==> src/rtl/sif_pkg.sv <==
// Shared types for the butterfly pair issuer: FSM states, default
// component width, and the complex sample layout.
package sif_pkg;

    localparam int SIF_WIDTH = 16;

    typedef enum logic {
        FILL = 1'b0,
        PAIR = 1'b1
    } state_t;

    typedef struct packed {
        logic [SIF_WIDTH-1:0] re;
        logic [SIF_WIDTH-1:0] im;
    } cplx_t;

endpackage

==> src/rtl/sif_bfly_pair_issue_if.sv <==
// Handshake bundle for the pair issuer: serial sample input plus the
// independent A/B operand channels. master = issuer side.
interface sif_bfly_pair_issue_if
    import sif_pkg::*;
#(
    parameter int WIDTH = SIF_WIDTH
);
    logic             in_vld;
    logic [WIDTH-1:0] in_real_dat;
    logic [WIDTH-1:0] in_img_dat;
    logic             in_rdy;

    logic             A_vld;
    logic [WIDTH-1:0] A_real_dat;
    logic [WIDTH-1:0] A_img_dat;
    logic             A_rdy;

    logic             B_vld;
    logic [WIDTH-1:0] B_real_dat;
    logic [WIDTH-1:0] B_img_dat;
    logic             B_rdy;

    modport master (
        input  in_vld, in_real_dat, in_img_dat,
        output in_rdy,
        output A_vld, A_real_dat, A_img_dat,
        input  A_rdy,
        output B_vld, B_real_dat, B_img_dat,
        input  B_rdy
    );

    modport slave (
        output in_vld, in_real_dat, in_img_dat,
        input  in_rdy,
        input  A_vld, A_real_dat, A_img_dat,
        output A_rdy,
        input  B_vld, B_real_dat, B_img_dat,
        output B_rdy
    );
endinterface

==> src/rtl/sif_out_slot.sv <==
// Single-entry valid/ready holding register for one operand channel,
// carrying the data word and the end-of-frame flag.
module sif_out_slot
    import sif_pkg::*;
#(
    parameter int DW = 2 * SIF_WIDTH
) (
    input  logic          clk,
    input  logic          rst,
    input  logic          load,
    input  logic [DW-1:0] load_data,
    input  logic          load_last,
    input  logic          rdy,
    output logic          vld,
    output logic [DW-1:0] data,
    output logic          last,
    output logic          free
);
    logic          vld_reg;
    logic [DW-1:0] data_reg;
    logic          last_reg;

    // Free also when the held entry leaves this cycle, so load can overlap accept.
    assign free = ~vld_reg | rdy;

    always_ff @(posedge clk or posedge rst) begin
        if (rst) begin
            vld_reg  <= 1'b0;
            data_reg <= '0;
            last_reg <= 1'b0;
        end else if (load) begin
            vld_reg  <= 1'b1;
            data_reg <= load_data;
            last_reg <= load_last;
        end else if (vld_reg && rdy) begin
            vld_reg  <= 1'b0;
            last_reg <= 1'b0;
        end
    end

    assign vld  = vld_reg;
    assign data = data_reg;
    assign last = last_reg;
endmodule

==> src/rtl/sif_bfly_pair_issue.sv <==
// Buffers the first half-frame, then issues (x[i], x[i+HALF]) pairs on A/B.
// Optional macro SIF_PAIR_LAST_EN adds the pair_last output.
module sif_bfly_pair_issue
    import sif_pkg::*;
#(
    parameter int WIDTH = SIF_WIDTH,
    parameter int HALF  = 8
) (
    input  logic                 clk,
    input  logic                 rst,
    sif_bfly_pair_issue_if.master bus,
`ifdef SIF_PAIR_LAST_EN
    output logic                 pair_last,
`endif
    output logic                 frame_done
);
    localparam int CNT_W = $clog2(HALF);
    localparam logic [CNT_W-1:0] IDX_LAST = CNT_W'(HALF - 1);

    state_t             state_reg, state_next;
    logic [CNT_W-1:0]   idx_reg, idx_next;
    logic [2*WIDTH-1:0] buf_mem [HALF];

    logic               in_rdy, in_accept, pair_load, at_last;
    logic [2*WIDTH-1:0] in_word;
    logic [1:0]         slot_vld, slot_rdy, slot_free, slot_last, last_acc;
    logic [2*WIDTH-1:0] slot_load_data [2];
    logic [2*WIDTH-1:0] slot_data [2];
    logic [1:0]         done_reg, done_next;
    logic               frame_done_reg, frame_done_next;

    assign in_word    = {bus.in_real_dat, bus.in_img_dat};
    assign in_rdy     = (state_reg == FILL) | (&slot_free);
    assign bus.in_rdy = in_rdy;
    assign in_accept  = bus.in_vld & in_rdy;
    assign at_last    = (idx_reg == IDX_LAST);
    assign pair_load  = in_accept & (state_reg == PAIR);

    // First-half storage; pair data is copied out on load, so refilling is safe.
    always_ff @(posedge clk) begin
        if (in_accept && state_reg == FILL) begin
            buf_mem[idx_reg] <= in_word;
        end
    end

    always_comb begin
        state_next = state_reg;
        idx_next   = idx_reg;
        if (in_accept) begin
            idx_next = idx_reg + CNT_W'(1);
            if (at_last) begin
                state_next = (state_reg == FILL) ? PAIR : FILL;
            end
        end
    end

    always_ff @(posedge clk or posedge rst) begin
        if (rst) begin
            state_reg <= FILL;
            idx_reg   <= '0;
        end else begin
            state_reg <= state_next;
            idx_reg   <= idx_next;
        end
    end

    assign slot_load_data[0] = buf_mem[idx_reg];
    assign slot_load_data[1] = in_word;
    assign slot_rdy          = {bus.B_rdy, bus.A_rdy};

    genvar gi;
    for (gi = 0; gi < 2; gi++) begin : g_slot
        sif_out_slot #(.DW(2 * WIDTH)) u_slot (
            .clk       (clk),
            .rst       (rst),
            .load      (pair_load),
            .load_data (slot_load_data[gi]),
            .load_last (at_last),
            .rdy       (slot_rdy[gi]),
            .vld       (slot_vld[gi]),
            .data      (slot_data[gi]),
            .last      (slot_last[gi]),
            .free      (slot_free[gi])
        );
        assign last_acc[gi] = slot_vld[gi] & slot_rdy[gi] & slot_last[gi];
    end

    assign bus.A_vld                      = slot_vld[0];
    assign {bus.A_real_dat, bus.A_img_dat} = slot_data[0];
    assign bus.B_vld                      = slot_vld[1];
    assign {bus.B_real_dat, bus.B_img_dat} = slot_data[1];

    // Sticky per-channel "last pair accepted"; both clear when frame_done fires.
    always_comb begin
        done_next       = done_reg | last_acc;
        frame_done_next = &done_next;
        if (frame_done_next) begin
            done_next = '0;
        end
    end

    always_ff @(posedge clk or posedge rst) begin
        if (rst) begin
            done_reg       <= '0;
            frame_done_reg <= 1'b0;
        end else begin
            done_reg       <= done_next;
            frame_done_reg <= frame_done_next;
        end
    end

    assign frame_done = frame_done_reg;
`ifdef SIF_PAIR_LAST_EN
    assign pair_last = |slot_last;
`endif
endmodule

==> src/flat_wrapper.sv <==
// flat-port wrapper written by rule: the top's interface ports become plain ports
module sif_bfly_pair_issue_flat import sif_pkg::*;
#(
    parameter int WIDTH = SIF_WIDTH,
    parameter int HALF  = 8
)
  (clk, rst, frame_done, bus_in_vld, bus_in_real_dat, bus_in_img_dat, bus_in_rdy, bus_A_vld, bus_A_real_dat, bus_A_img_dat, bus_A_rdy, bus_B_vld, bus_B_real_dat, bus_B_img_dat, bus_B_rdy);
  sif_bfly_pair_issue_if #(.WIDTH(WIDTH)) bus_i ();
  input  logic clk;
  input  logic rst;
  output logic frame_done;
  input wire logic [$bits(bus_i.in_vld)-1:0] bus_in_vld;
  input wire logic [$bits(bus_i.in_real_dat)-1:0] bus_in_real_dat;
  input wire logic [$bits(bus_i.in_img_dat)-1:0] bus_in_img_dat;
  output wire logic [$bits(bus_i.in_rdy)-1:0] bus_in_rdy;
  output wire logic [$bits(bus_i.A_vld)-1:0] bus_A_vld;
  output wire logic [$bits(bus_i.A_real_dat)-1:0] bus_A_real_dat;
  output wire logic [$bits(bus_i.A_img_dat)-1:0] bus_A_img_dat;
  input wire logic [$bits(bus_i.A_rdy)-1:0] bus_A_rdy;
  output wire logic [$bits(bus_i.B_vld)-1:0] bus_B_vld;
  output wire logic [$bits(bus_i.B_real_dat)-1:0] bus_B_real_dat;
  output wire logic [$bits(bus_i.B_img_dat)-1:0] bus_B_img_dat;
  input wire logic [$bits(bus_i.B_rdy)-1:0] bus_B_rdy;
  assign bus_i.in_vld = bus_in_vld;
  assign bus_i.in_real_dat = bus_in_real_dat;
  assign bus_i.in_img_dat = bus_in_img_dat;
  assign bus_in_rdy = bus_i.in_rdy;
  assign bus_A_vld = bus_i.A_vld;
  assign bus_A_real_dat = bus_i.A_real_dat;
  assign bus_A_img_dat = bus_i.A_img_dat;
  assign bus_i.A_rdy = bus_A_rdy;
  assign bus_B_vld = bus_i.B_vld;
  assign bus_B_real_dat = bus_i.B_real_dat;
  assign bus_B_img_dat = bus_i.B_img_dat;
  assign bus_i.B_rdy = bus_B_rdy;
  sif_bfly_pair_issue #(.WIDTH(WIDTH), .HALF(HALF)) u_core (.clk(clk), .rst(rst), .bus(bus_i), .frame_done(frame_done));
endmodule
==> config.mk <==
export PLATFORM = sky130hd
export DESIGN_NAME = sif_bfly_pair_issue_flat
export DESIGN_NICKNAME = d
export VERILOG_FILES = /design/src/rtl/sif_pkg.sv /design/src/rtl/sif_bfly_pair_issue_if.sv /design/src/rtl/sif_out_slot.sv /design/src/rtl/sif_bfly_pair_issue.sv /design/src/flat_wrapper.sv
export SDC_FILE = /design/constraint.sdc
export NUM_CORES = 1
export LEC_CHECK = 0
export ABC_AREA = 0
export BUFFER_PORTS_ARGS = -buffer_cell sky130_fd_sc_hd__buf_2
export CORE_MARGIN = 2
export CORE_UTILIZATION = 59
export DETAILED_ROUTE_END_ITERATION = 8
export MAX_ROUTING_LAYER = met4
export PLACE_DENSITY_LB_ADDON = 0.15
export REMOVE_ABC_BUFFERS = 1
export SKIP_CTS_REPAIR_TIMING = 1
export SYNTH_ARGS = -nofsm -noshare
export SYNTH_HDL_FRONTEND = slang
export SYNTH_SLANG_ARGS = --single-unit
==> constraint.sdc <==
create_clock -name clk -period 5 [get_ports clk]
set_input_delay 1 -clock clk [delete_from_list [all_inputs] [get_ports clk]]
set_output_delay 1 -clock clk [all_outputs]
set_load 0.01 [all_outputs]
Word-level counts from Yosys, hierarchy flattened
Memory sizes are Yosys's and may differ from the RTL's. A register that Yosys moved wholly into a read port is not among the register bits.
Index checks and enable logic that the tools add are counted.
{"block": "word_totals", "regBits": 43, "ramBits": 256, "inputBits": 37, "out_inout_bits": 68, "elab_cells": 43, "memories": 1}
{"block": "classes", "addsub": 1, "n_eq_ne": 1, "mux": 10, "n_bitwise": 13, "n_reduce_logical": 8}
{"memory": "u_core.buf_mem", "depth": 8, "width": 32, "rd": 1, "rd_clocked_by_memory_dff": 1, "wr": 1, "line_no": "sif_bfly_pair_issue.sv:22", "rtl": "logic [2*WIDTH-1:0] buf_mem [HALF];"}
{"operator": "1-bit two-way mux", "n": 9}
{"operator": "1-bit bitwise AND", "n": 6}
{"operator": "2-bit AND reduction", "n": 3}
{"operator": "2-bit nonzero test", "n": 2}
{"operator": "3-bit by 1-bit adder with 3-bit output (second input constant)", "n": 1}
{"operator": "3-bit == test (second input constant)", "n": 1}
{"operator": "1-bit logical AND", "n": 3}
{"operator": "1-bit inverter", "n": 3}
{"operator": "1-bit OR", "n": 3}
{"operator": "2-bit two-way mux", "n": 1}
{"operator": "2-bit OR", "n": 1}

Depth between registers and ports, before layout
Gate-level depths: netlist (run 1).
{"block": "logic_depth", "ltp_word": 8, "ltp_mapped": 7, "mapped_depth_nobuf": 4}

By module
From an unflattened synthesis (run 1), not the netlist that was laid out.
{"block": "hier_totals", "cells_unflattened": 560, "hier_area_um2": 13025.0}
{"module": "sif_bfly_pair_issue", "n_inst": 1, "cells_per_inst": 408, "area_each_um2": 10204.8, "seq_area_each_um2": 7862.5}
{"module": "sif_out_slot", "n_inst": 2, "cells_per_inst": 76, "area_each_um2": 1410.1, "seq_area_each_um2": 850.8}

Worst setup path after synthesis (run 1)
No wires, ideal clock.
{"block": "synth_path", "kind": "input to register", "startpoint": "input port bus_in_vld", "endpoint": "memory u_core.buf_mem[0][0] (netlist bit) (enable)", "setup_ns": 0.461, "arrival_ns": 3.336, "t_required_ns": 4.539, "slack_ns": 1.203, "stages": 2, "path_buffers": 0, "path_cell_list": "nand3_1 > nor3_1"}
{"block": "synth_between", "elab_chain_cells": 4}
{"element": "from (decl)", "line_no": "flat_wrapper.sv:12", "rtl": "input wire logic [$bits(bus_i.in_vld)-1:0] bus_in_vld;"}
{"element": "1-bit bitwise AND", "line_no": "sif_bfly_pair_issue.sv:35", "rtl": "assign in_accept = bus.in_vld & in_rdy;"}
{"element": "1-bit logical AND", "line_no": "sif_bfly_pair_issue.sv:41", "rtl": "if (in_accept && state_reg == FILL) begin"}
{"element": "1-bit two-way mux", "line_no": "sif_bfly_pair_issue.sv:41"}
{"element": "1-bit two-way mux (implied by the code)", "line_no": "sif_bfly_pair_issue.sv:42", "rtl": "buf_mem[idx_reg] <= in_word;"}
{"element": "to (decl)", "line_no": "sif_bfly_pair_issue.sv:22"}
No other way between the ends.

Worst setup path in the final report (run 1)
{"block": "layout_path", "startpoint": "register u_core.idx_reg[2]", "endpoint": "memory u_core.buf_mem[1][5] (netlist bit) (enable)"}
{"element": "from (decl)", "line_no": "sif_bfly_pair_issue.sv:21", "rtl": "logic [CNT_W-1:0] idx_reg, idx_next;"}
{"element": "from (signal assigned)", "line_no": "sif_bfly_pair_issue.sv:63", "rtl": "idx_reg <= idx_next;"}
No word-level cell before the write port.

==> reports/qor.yml, run 1 <==
finalSetupViolCount: 0
die_x_um: 150
ys_seq_area_share_pct: 75.8
p_int_mw: 5.81
grt_overflow: 0
drv_slew: 0
avgRoutedWirePerCell_um: 20.2
cts_tree: "yes"
period_share_pct: 55.3
period_minus_slack_ps: 2760
synth_seq_cells: 331
diodes: 0
crit_type: "flip-flop to flip-flop"
peakVddDrop_v: 0.000317
die-area_um2: 22600
io_buffers: 104
design.core.area_um2: 21000
clock_skew_ps: 13.0
clk_path_buf_depth: 3
holdPathEnd: "u_core.g_slot[1].u_slot.data[18]"
comb_power_share_pct: 25.8
gp_congestion: 0.748
cap_viol_max_count: 0
critPathMaxStageDelay_ps: 1020
die_h_um: 150
cts_buffers: 34
fin_nets: 936
cp.required_ps: 5110
clk_latency_ps: 500
leakage_nw: 5.67
drive_gt1_share_pct: 21.5
track_usage_pct: 22.6
hold_violations: 0
syn_area_um2: 12600
pin_count: 105
gr-max-usage-layer: "met2"
r2r_end: "u_core.buf_mem[1][5]"
fin_setup_tns_ps: 0
rr_worst_depth: 3
final_cell_mix: "256 x edfxtp_1, 147 x nand2_1, 104 x buf_2"
powerDensity_nw_per_um2: 580
via_per_inst: 5.72
syn_inst: 787
pwr-share-clk_pct: 30.2
slew_headroom_pct: 18.4
r2r_start: "u_core.idx_reg[2]"
clock_sinks: 331
grt_pass1_vias: 6929
drtIter0Drc: 426
cpLargestDelayFamily: "simple AND/OR/NAND/NOR gates"
synth.avg_cell_area_um2: 16.0
pwr-share-seq_pct: 44.0
cts_root_buf: "clkbuf_16"
start_util_pct: 60.1
synth_cell_types: 35
fin_cells: 1198
ant_nets: 0
synth_warnings: 0
largest_reg_flops: 256
clkSlewWorstSetupHoldPaths_ps: 60
startpoint_type: "flip-flop"
p_switching_mw: 2.59
status: "complete, no violations"
fill_cells: 1423
utilization_pct: 68.9
tightest_slew_ps: 1220
met2_usage_pct: 37.1
holdCritStartpoint: "u_core.g_slot[1].u_slot.data[18]"
finalPower_mw: 8.39
switching_share_pct: 30.8
end_kind: "flip-flop"
area_growth_pct: 14.6
max_freq_mhz: 362
grt_pass1_wl_mm: 37.4
grt_max_degree: 58
grtUsageMet1_pct: 29.4
path_cells: "inv_1 > nand3_1 > nor2_4"
drc: 0
hpwlAfterDp_mm: 13.8
use_met3_pct: 3.30
crit_fanout: 32
hold_path_depth: 2
rrSetupSlack_ps: 2240
htreeDepth: 2
antenna_found_initial: 0
rsz0062_at_grt: "false"
ff_latch_area_um2: 9570
arrival_ps: 2880
crit_buf_inv: 1
crit_slowest_cell: "nor2_4"
multi_input_area_um2: 2780
detailroute.via_count: 6853
holdWs_ps: 465
drt-total-wl_mm: 24.2
hold_path.class: "flip-flop to flip-flop"
startpoint: "u_core.idx_reg[2]"
rows: 53
drtPass1Iterations: 5
mostFrequentLayoutCell: "edfxtp_1"
place_inst: 1136
Yosys cell counts:
| cell type | number | area [µm²] |
|---|---|---|
| a31oi_1 | 2 | 12.5 |
| a21o_1 | 1 | 7.51 |
| nor2_2 | 1 | 6.26 |
| clkbuf_1 | 8 | 30.0 |
| o22ai_1 | 51 | 319 |
| or3_4 | 1 | 11.3 |
| buf_2 | 11 | 55.1 |
| dfrtp_1 | 75 | 1880 |
| nand3b_1 | 3 | 22.5 |
| o32a_1 | 1 | 10.0 |
| xnor2_1 | 1 | 8.76 |
| buf_4 | 9 | 67.6 |
| mux2_2 | 2 | 22.5 |
| nor2_1 | 18 | 67.6 |
| mux4_1 | 1 | 26.3 |
| nand4_1 | 1 | 6.26 |
| o221ai_2 | 1 | 15.0 |
| mux2i_1 | 103 | 1030 |
| nand3_2 | 1 | 10.0 |
| nor2b_4 | 1 | 13.8 |
| o21ai_0 | 22 | 110 |
| nor2b_1 | 3 | 18.8 |
| mux4_2 | 10 | 225 |
| nand3_1 | 4 | 20.0 |
| a21boi_0 | 1 | 7.51 |
| nand2b_1 | 6 | 37.5 |
| nand2_1 | 147 | 552 |
| buf_6 | 12 | 135 |
| buf_12 | 2 | 40.0 |
| or2_1 | 1 | 6.26 |
| nor3_1 | 3 | 15.0 |
| edfxtp_1 | 256 | 7690 |
| ha_1 | 2 | 25.0 |
| a21oi_1 | 23 | 115 |
| inv_1 | 3 | 11.3 |
cell families after synthesis:
kind of cell    Yosys count  share of synthesized area [%]
flops                   331                           75.8
buf+inv                  45                           2.69
compound gates          102                           4.73
fa+ha+maj                 2                          0.198
xor+xnor                  1                         0.0694
mux                     116                           10.3
simple gates            190                           6.23
worst min-delay path, delay by kind of cell (launching register included):
kind / cells / cell delay, ps
flops: 1 / 330
simple gates: 2 / 100
power by group through the flow:
stage	combinational [mW]	sequential (mW)	clock, mW
after floorplan	1.32	3.95	0
after global placement	2.11	3.72	0
after detailed placement	2.17	3.75	0
after CTS	2.18	3.70	2.57
after global routing	2.36	3.75	2.67
final	2.16	3.69	2.53
layout make-up:
class / count / share of cell area (%)
clock buffer: 46 / 6.98
clock inverter: 16 / 0.994
inverter: 3 / 0.0951
multi-input combinational: 411 / 19.2
sequential: 331 / 66.1
tap: 275 / 2.38
timing repair buffer: 116 / 4.22
worst max path at each step:
stage	to	slack (ps)	cells after the start
2_1_floorplan	u_core.buf_mem[0][0]	-1970	1
3_3_place_gp	u_core.buf_mem[1][16]	2210	3
3_5_place_dp	u_core.buf_mem[1][31]	2120	3
4_1_cts	u_core.buf_mem[3][18]	2220	2
5_1_grt	u_core.buf_mem[3][30]	2070	2
6_report	u_core.buf_mem[1][5]	2240	3
stage by stage:
step	area, µm²	worst slack (ps)
after global routing	14500	2070
after global placement	13300	2210
final	14500	2240
after CTS	14500	2220
after floorplan	12300	-1970
after detailed placement	13300	2120
metal layers:
layer	routed length, µm	vias up
met5	0	-
met4	622	0
met3	1110	60
met2	12100	206
met1	10300	3414
li1	-	3173
(Power assumes the default switching activity.)
==> run 2, diff against run 1 <==
Clock period 5 ns to 2.7 ns, I/O delays scaled along.
==> run 2 against run 1 <==
Against the previous run:
- sequential power grew 83%
- sequential share of layout area shrank 0.84 points
- hold slack lost 330 ps
- non-clock buffer count grew 21
- global-route usage grew 1.6 points
- clock-buffer cell count grew 4
- register-to-register slack lost 1700 ps
- largest cell class unchanged
==> reports/qor.yml, run 2 (same netlist as run 1, synthesis figures left out) <==
clock_skew_ps: 13.2  # +0.163 ps
tightest_slew_ps: 659  # -561 ps
period_share_pct: 80.0  # +25 points
pin_count: 105  # unchanged
powerDensity_nw_per_um2: 1070  # +84%
start_util_pct: 60.1  # unchanged
rsz0062_at_grt: "false"
track_usage_pct: 24.1  # +1.6 points
gp_congestion: 0.764  # +2.1%
clkSlewWorstSetupHoldPaths_ps: 60  # about the same
drtIter0Drc: 610  # +43%
grt_max_degree: 53  # -8.6%
drv_slew: 0  # unchanged
fin_cells: 1219  # +1.8%
leakage_nw: 5.77  # +1.8%
area_growth_pct: 16.1
status: "complete, no violations"
via_per_inst: 5.75  # +0.51%
post_dp_cell_area_um2: 13600  # +1.7%
finalSetupViolCount: 0  # unchanged
drt-total-wl_mm: 25.7  # +6.0%
hold_path.class: "primary input to asynchronous set/reset pin"
hold_violations: 0  # unchanged
antenna_found_initial: 0  # unchanged
period_minus_slack_ps: 2160  # -603 ps
final_cell_mix: "256 x edfxtp_1, 147 x nand2_1, 104 x buf_2"
largest_reg_flops: 256  # unchanged
design.core.area_um2: 21000  # unchanged
fin_nets: 957  # +2.2%
clock_sinks: 331  # unchanged
max_freq_mhz: 463  # +28%
cts_root_buf: "clkbuf_16"
clk_path_buf_depth: 3  # unchanged
cts_tree: "yes"
cap_viol_max_count: 0  # unchanged
fin_ws_ps: 540  # -1700 ps
cp.required_ps: 3070  # -2040 ps
ant_nets: 0  # unchanged
startpoint_type: "flip-flop"
peakVddDrop_v: 0.000556  # +75%
crit_type: "flip-flop to flip-flop"
utilization_pct: 69.7  # +0.88 points
avgRoutedWirePerCell_um: 21.1  # +4.2%
finalPower_mw: 15.7  # +87%
pre_cts_ws_ps: 560  # -1560 ps
htreeDepth: 2  # unchanged
io_buffers: 104  # unchanged
diodes: 0  # unchanged
hpwlAfterDp_mm: 15.0  # +8.7%
drc: 0  # unchanged
cts_buffers: 34  # unchanged
grt_pass1_vias: 7226  # +4.3%
die_x_um: 150  # unchanged
grt_overflow: 0  # unchanged
fin_setup_tns_ps: 0  # unchanged
holdWs_ps: 136  # -328 ps
arrival_ps: 2530  # -350 ps
finish.instance_area_um2: 14700  # +1.3%
place_inst: 1157  # +1.8%
clk_latency_ps: 500  # about the same
detailroute.via_count: 7009  # +2.3%
rows: 53  # unchanged
drive_gt1_share_pct: 22.5  # +1.0 points
mostFrequentLayoutCell: "edfxtp_1"
slew_headroom_pct: 56.1  # +38 points
fill_cells: 1372  # -3.6%
drtPass1Iterations: 5  # unchanged
grt_pass1_wl_mm: 39.9  # +6.5%
crit_fanout: 28  # -13%
die-area_um2: 22600  # unchanged
end_kind: "flip-flop"
die_h_um: 150  # unchanged
run 2: changes by cell type in the layout (fill, tap and decap cells not counted), moves of 2 or more:
cell	change
buf_4	+15
clkbuf_1	+6
inv_6	-2
clkinv_2	-2
buf_12	+6
run 2: worst paths after layout:
path	start	endpoint	slack, ps	depth (start not counted)
max	u_core.idx_reg[0]	u_core.g_slot[0].u_slot.data[20]	540	6
min	rst	u_core.g_slot[1].u_slot.data[6]	140	2
min reg2reg	u_core.g_slot[0].u_slot.data[19]	u_core.g_slot[0].u_slot.data[19]	470	2
max in group asynchronous	rst	u_core.g_slot[0].u_slot.data[20]	1950	3
min in group clk	bus_in_img_dat[2]	u_core.buf_mem[2][2]	310	1
max reg2reg	u_core.idx_reg[0]	u_core.g_slot[0].u_slot.data[20]	540	6
run 2: metal layers:
layer,vias to the layer above,track usage [%],wire [µm]
li1,3203,-,-
met1,3514,31.6,10500
met2,240,39.3,13200
met3,52,3.42,1400
met4,0,8.68,582
met5,-,-,0
run 2: critical path, cell delays in order (launching register included):
cell and delay, ps:
dfrtp_4 720, buf_4 370, buf_4 340, mux2i_1 220, o22ai_1 90, o21ai_0 190
nand2_1 70
run 2: area by class of cell:
class                   instances  area (µm²)  area share [%]
flip-flops and latches        331        9570            65.3
multi-input cells             411        2780            19.0
clock buffers                  50         995            6.79
repair buffers                137         843            5.75
well taps                     275         344            2.35
clock inverters                12         113           0.768
inverters                       3        13.8          0.0939
run 2: where the power goes:
group	switching [mW]	total [mW]	internal, mW
clock network	1.82	4.57	2.75
logic	2.54	4.33	1.79
registers	0.471	6.75	6.28
==> run 3, diff against run 2 <==
Clock period 2.7 ns to 2.1 ns, I/O delays scaled along.
==> run 3 against run 2 <==
Against the previous run:
- core utilization grew 0.67 points
- critical path type is now flip-flop to output port
- critical path depth shrank 3
- sequential power grew 28%
- clock-buffer cell count shrank 1
==> reports/qor.yml, run 3 (same netlist as run 1, synthesis figures left out) <==
drc: 0  # unchanged
rrSetupSlack_ps: 210  # -330 ps
largest_reg_flops: 256  # unchanged
final_cell_mix: "256 x edfxtp_1, 147 x nand2_1, 104 x buf_2"
slew_headroom_pct: 67.6  # +12 points
start_util_pct: 60.1  # unchanged
area_growth_pct: 17.2
fin_cells: 1230  # +0.90%
cts_buffers: 34  # unchanged
hold_path.class: "primary input to flip-flop"
arrival_ps: 1510  # -1020 ps
grt_pass1_vias: 7185  # -0.57%
die_h_um: 150  # unchanged
period_minus_slack_ps: 1930
peakVddDrop_v: 0.000847  # +52%
finalPower_mw: 20.2  # +29%
fin_ws_ps: 170  # -369 ps
track_usage_pct: 24.5  # +0.35 points
drtPass1Iterations: 5  # unchanged
cap_viol_max_count: 0  # unchanged
place_inst: 1167  # +0.86%
rsz0062_at_grt: "false"
fin_nets: 968  # +1.1%
fill_cells: 1365  # -0.51%
drtIter0Drc: 574  # -5.9%
clock_skew_ps: 10.8  # -2.38 ps
path_cells: "nor2b_1 > o21ai_1 > buf_2"
max_freq_mhz: 518
leakage_nw: 5.86  # +1.5%
grt_pass1_wl_mm: 39.8  # -0.28%
clock_sinks: 331  # unchanged
drive_gt1_share_pct: 23.5  # +1.0 points
utilization_pct: 70.4  # +0.67 points
startpoint_type: "flip-flop"
critPathMaxStageDelay_ps: 380  # -340 ps
antenna_found_initial: 0  # unchanged
avgRoutedWirePerCell_um: 20.9  # -0.74%
crit_fanout: 4  # -86%
detailroute.via_count: 7021  # +0.17%
hold_violations: 0  # unchanged
htreeDepth: 2  # unchanged
powerDensity_nw_per_um2: 1360  # +28%
pre_cts_ws_ps: 230  # -330 ps
design.core.area_um2: 21000  # unchanged
cts_root_buf: "clkbuf_16"
io_buffers: 104  # unchanged
status: "complete, no violations"
clk_path_buf_depth: 3  # unchanged
grt_overflow: 0  # unchanged
cpLargestDelayFamily: "flip-flops"
drv_slew: 0  # unchanged
finalSetupViolCount: 0  # unchanged
cp.required_ps: 1680  # -1390 ps
crit_slowest_cell: "dfrtp_1"
crit_buf_inv: 1  # -1
hpwlAfterDp_mm: 15.1  # +0.84%
grt_max_degree: 54  # +1.9%
end_kind: "output port"
crit_type: "flip-flop to output port"
die_x_um: 150  # unchanged
diodes: 0  # unchanged
via_per_inst: 5.71  # -0.72%
cts_tree: "yes"
rows: 53  # unchanged
pin_count: 105  # unchanged
clkSlewWorstSetupHoldPaths_ps: 60  # about the same
drt-total-wl_mm: 25.7  # +0.15%
finish.instance_area_um2: 14800  # +0.96%
die-area_um2: 22600  # unchanged
tightest_slew_ps: 485  # -174 ps
mostFrequentLayoutCell: "edfxtp_1"
period_share_pct: 91.9
clk_latency_ps: 500  # about the same
ant_nets: 0  # unchanged
post_dp_cell_area_um2: 13700  # +1.1%
gp_congestion: 0.781  # +2.3%
-- run 3: changes by cell type in the layout (fill, tap and decap cells not counted) --
cell / delta
clkinv_2: +6
clkinv_4: +1
dlygate4sd3_1: +1
clkinv_1: -3
buf_4: +4
buf_12: +6
clkbuf_8: -2
clkbuf_1: +1
o21ai_1: +1
o21ai_0: -1
clkinvlp_4: -3
-- run 3: per-stage QoR --
step | hold slack (ps) | setup TNS [ps]
4_1_cts | -47.8 | 0
2_1_floorplan | 456 | -1210140
6_report | 202 | 0
5_1_grt | 194 | 0
3_3_place_gp | 451 | 0
3_5_place_dp | 457 | 0
-- run 3: report_power, final --
group	internal, mW	switching [mW]	leakage (nW)	total, mW
Clock	3.47	2.29	0.539	5.76
Combinational	2.43	3.32	2.09	5.75
Sequential	8.08	0.596	3.23	8.67
-- run 3: area by class of cell --
type	count	area, µm²	share of cell area [%]
Sequential cell	331	9570	64.6
Multi-Input combinational cell	411	2780	18.8
Timing Repair Buffer	148	1000	6.78
Clock buffer	49	971	6.56
Tap cell	275	344	2.32
Clock inverter	13	118	0.795
Inverter	3	13.8	0.0930
-- run 3: metal layers --
layer	part of all wire [%]	vias to the layer above	track usage [%]
li1	-	3222	-
met1	40	3544	31.3
met5	0	-	-
met3	5.2	47	3.27
met4	2.1	0	6.60
met2	52	208	41.8
-- run 3: final timing paths --
| kind | from | end | cells after the start |
|---|---|---|---|
| max in group asynchronous | rst | u_core.idx_reg[0] | 4 |
| min in group asynchronous | rst | u_core.g_slot[1].u_slot.data[6] | 3 |
| worst max register to register | u_core.idx_reg[0] | u_core.g_slot[0].u_slot.data[15] | 5 |
| worst max-delay path | u_core.g_slot[1].u_slot.vld | bus_in_rdy | 3 |
| worst min-delay path | bus_in_real_dat[0] | u_core.buf_mem[0][16] | 1 |
| worst min register to register | u_core.g_slot[1].u_slot.data[19] | u_core.g_slot[1].u_slot.data[19] | 2 |
-- run 3: worst register-to-register path: stages, from the launching register on --
cell and delay [ps]:
dfrtp_4 680, buf_4 450, mux2i_1 250, o22ai_1 110, o21ai_0 220, nand2_1 70
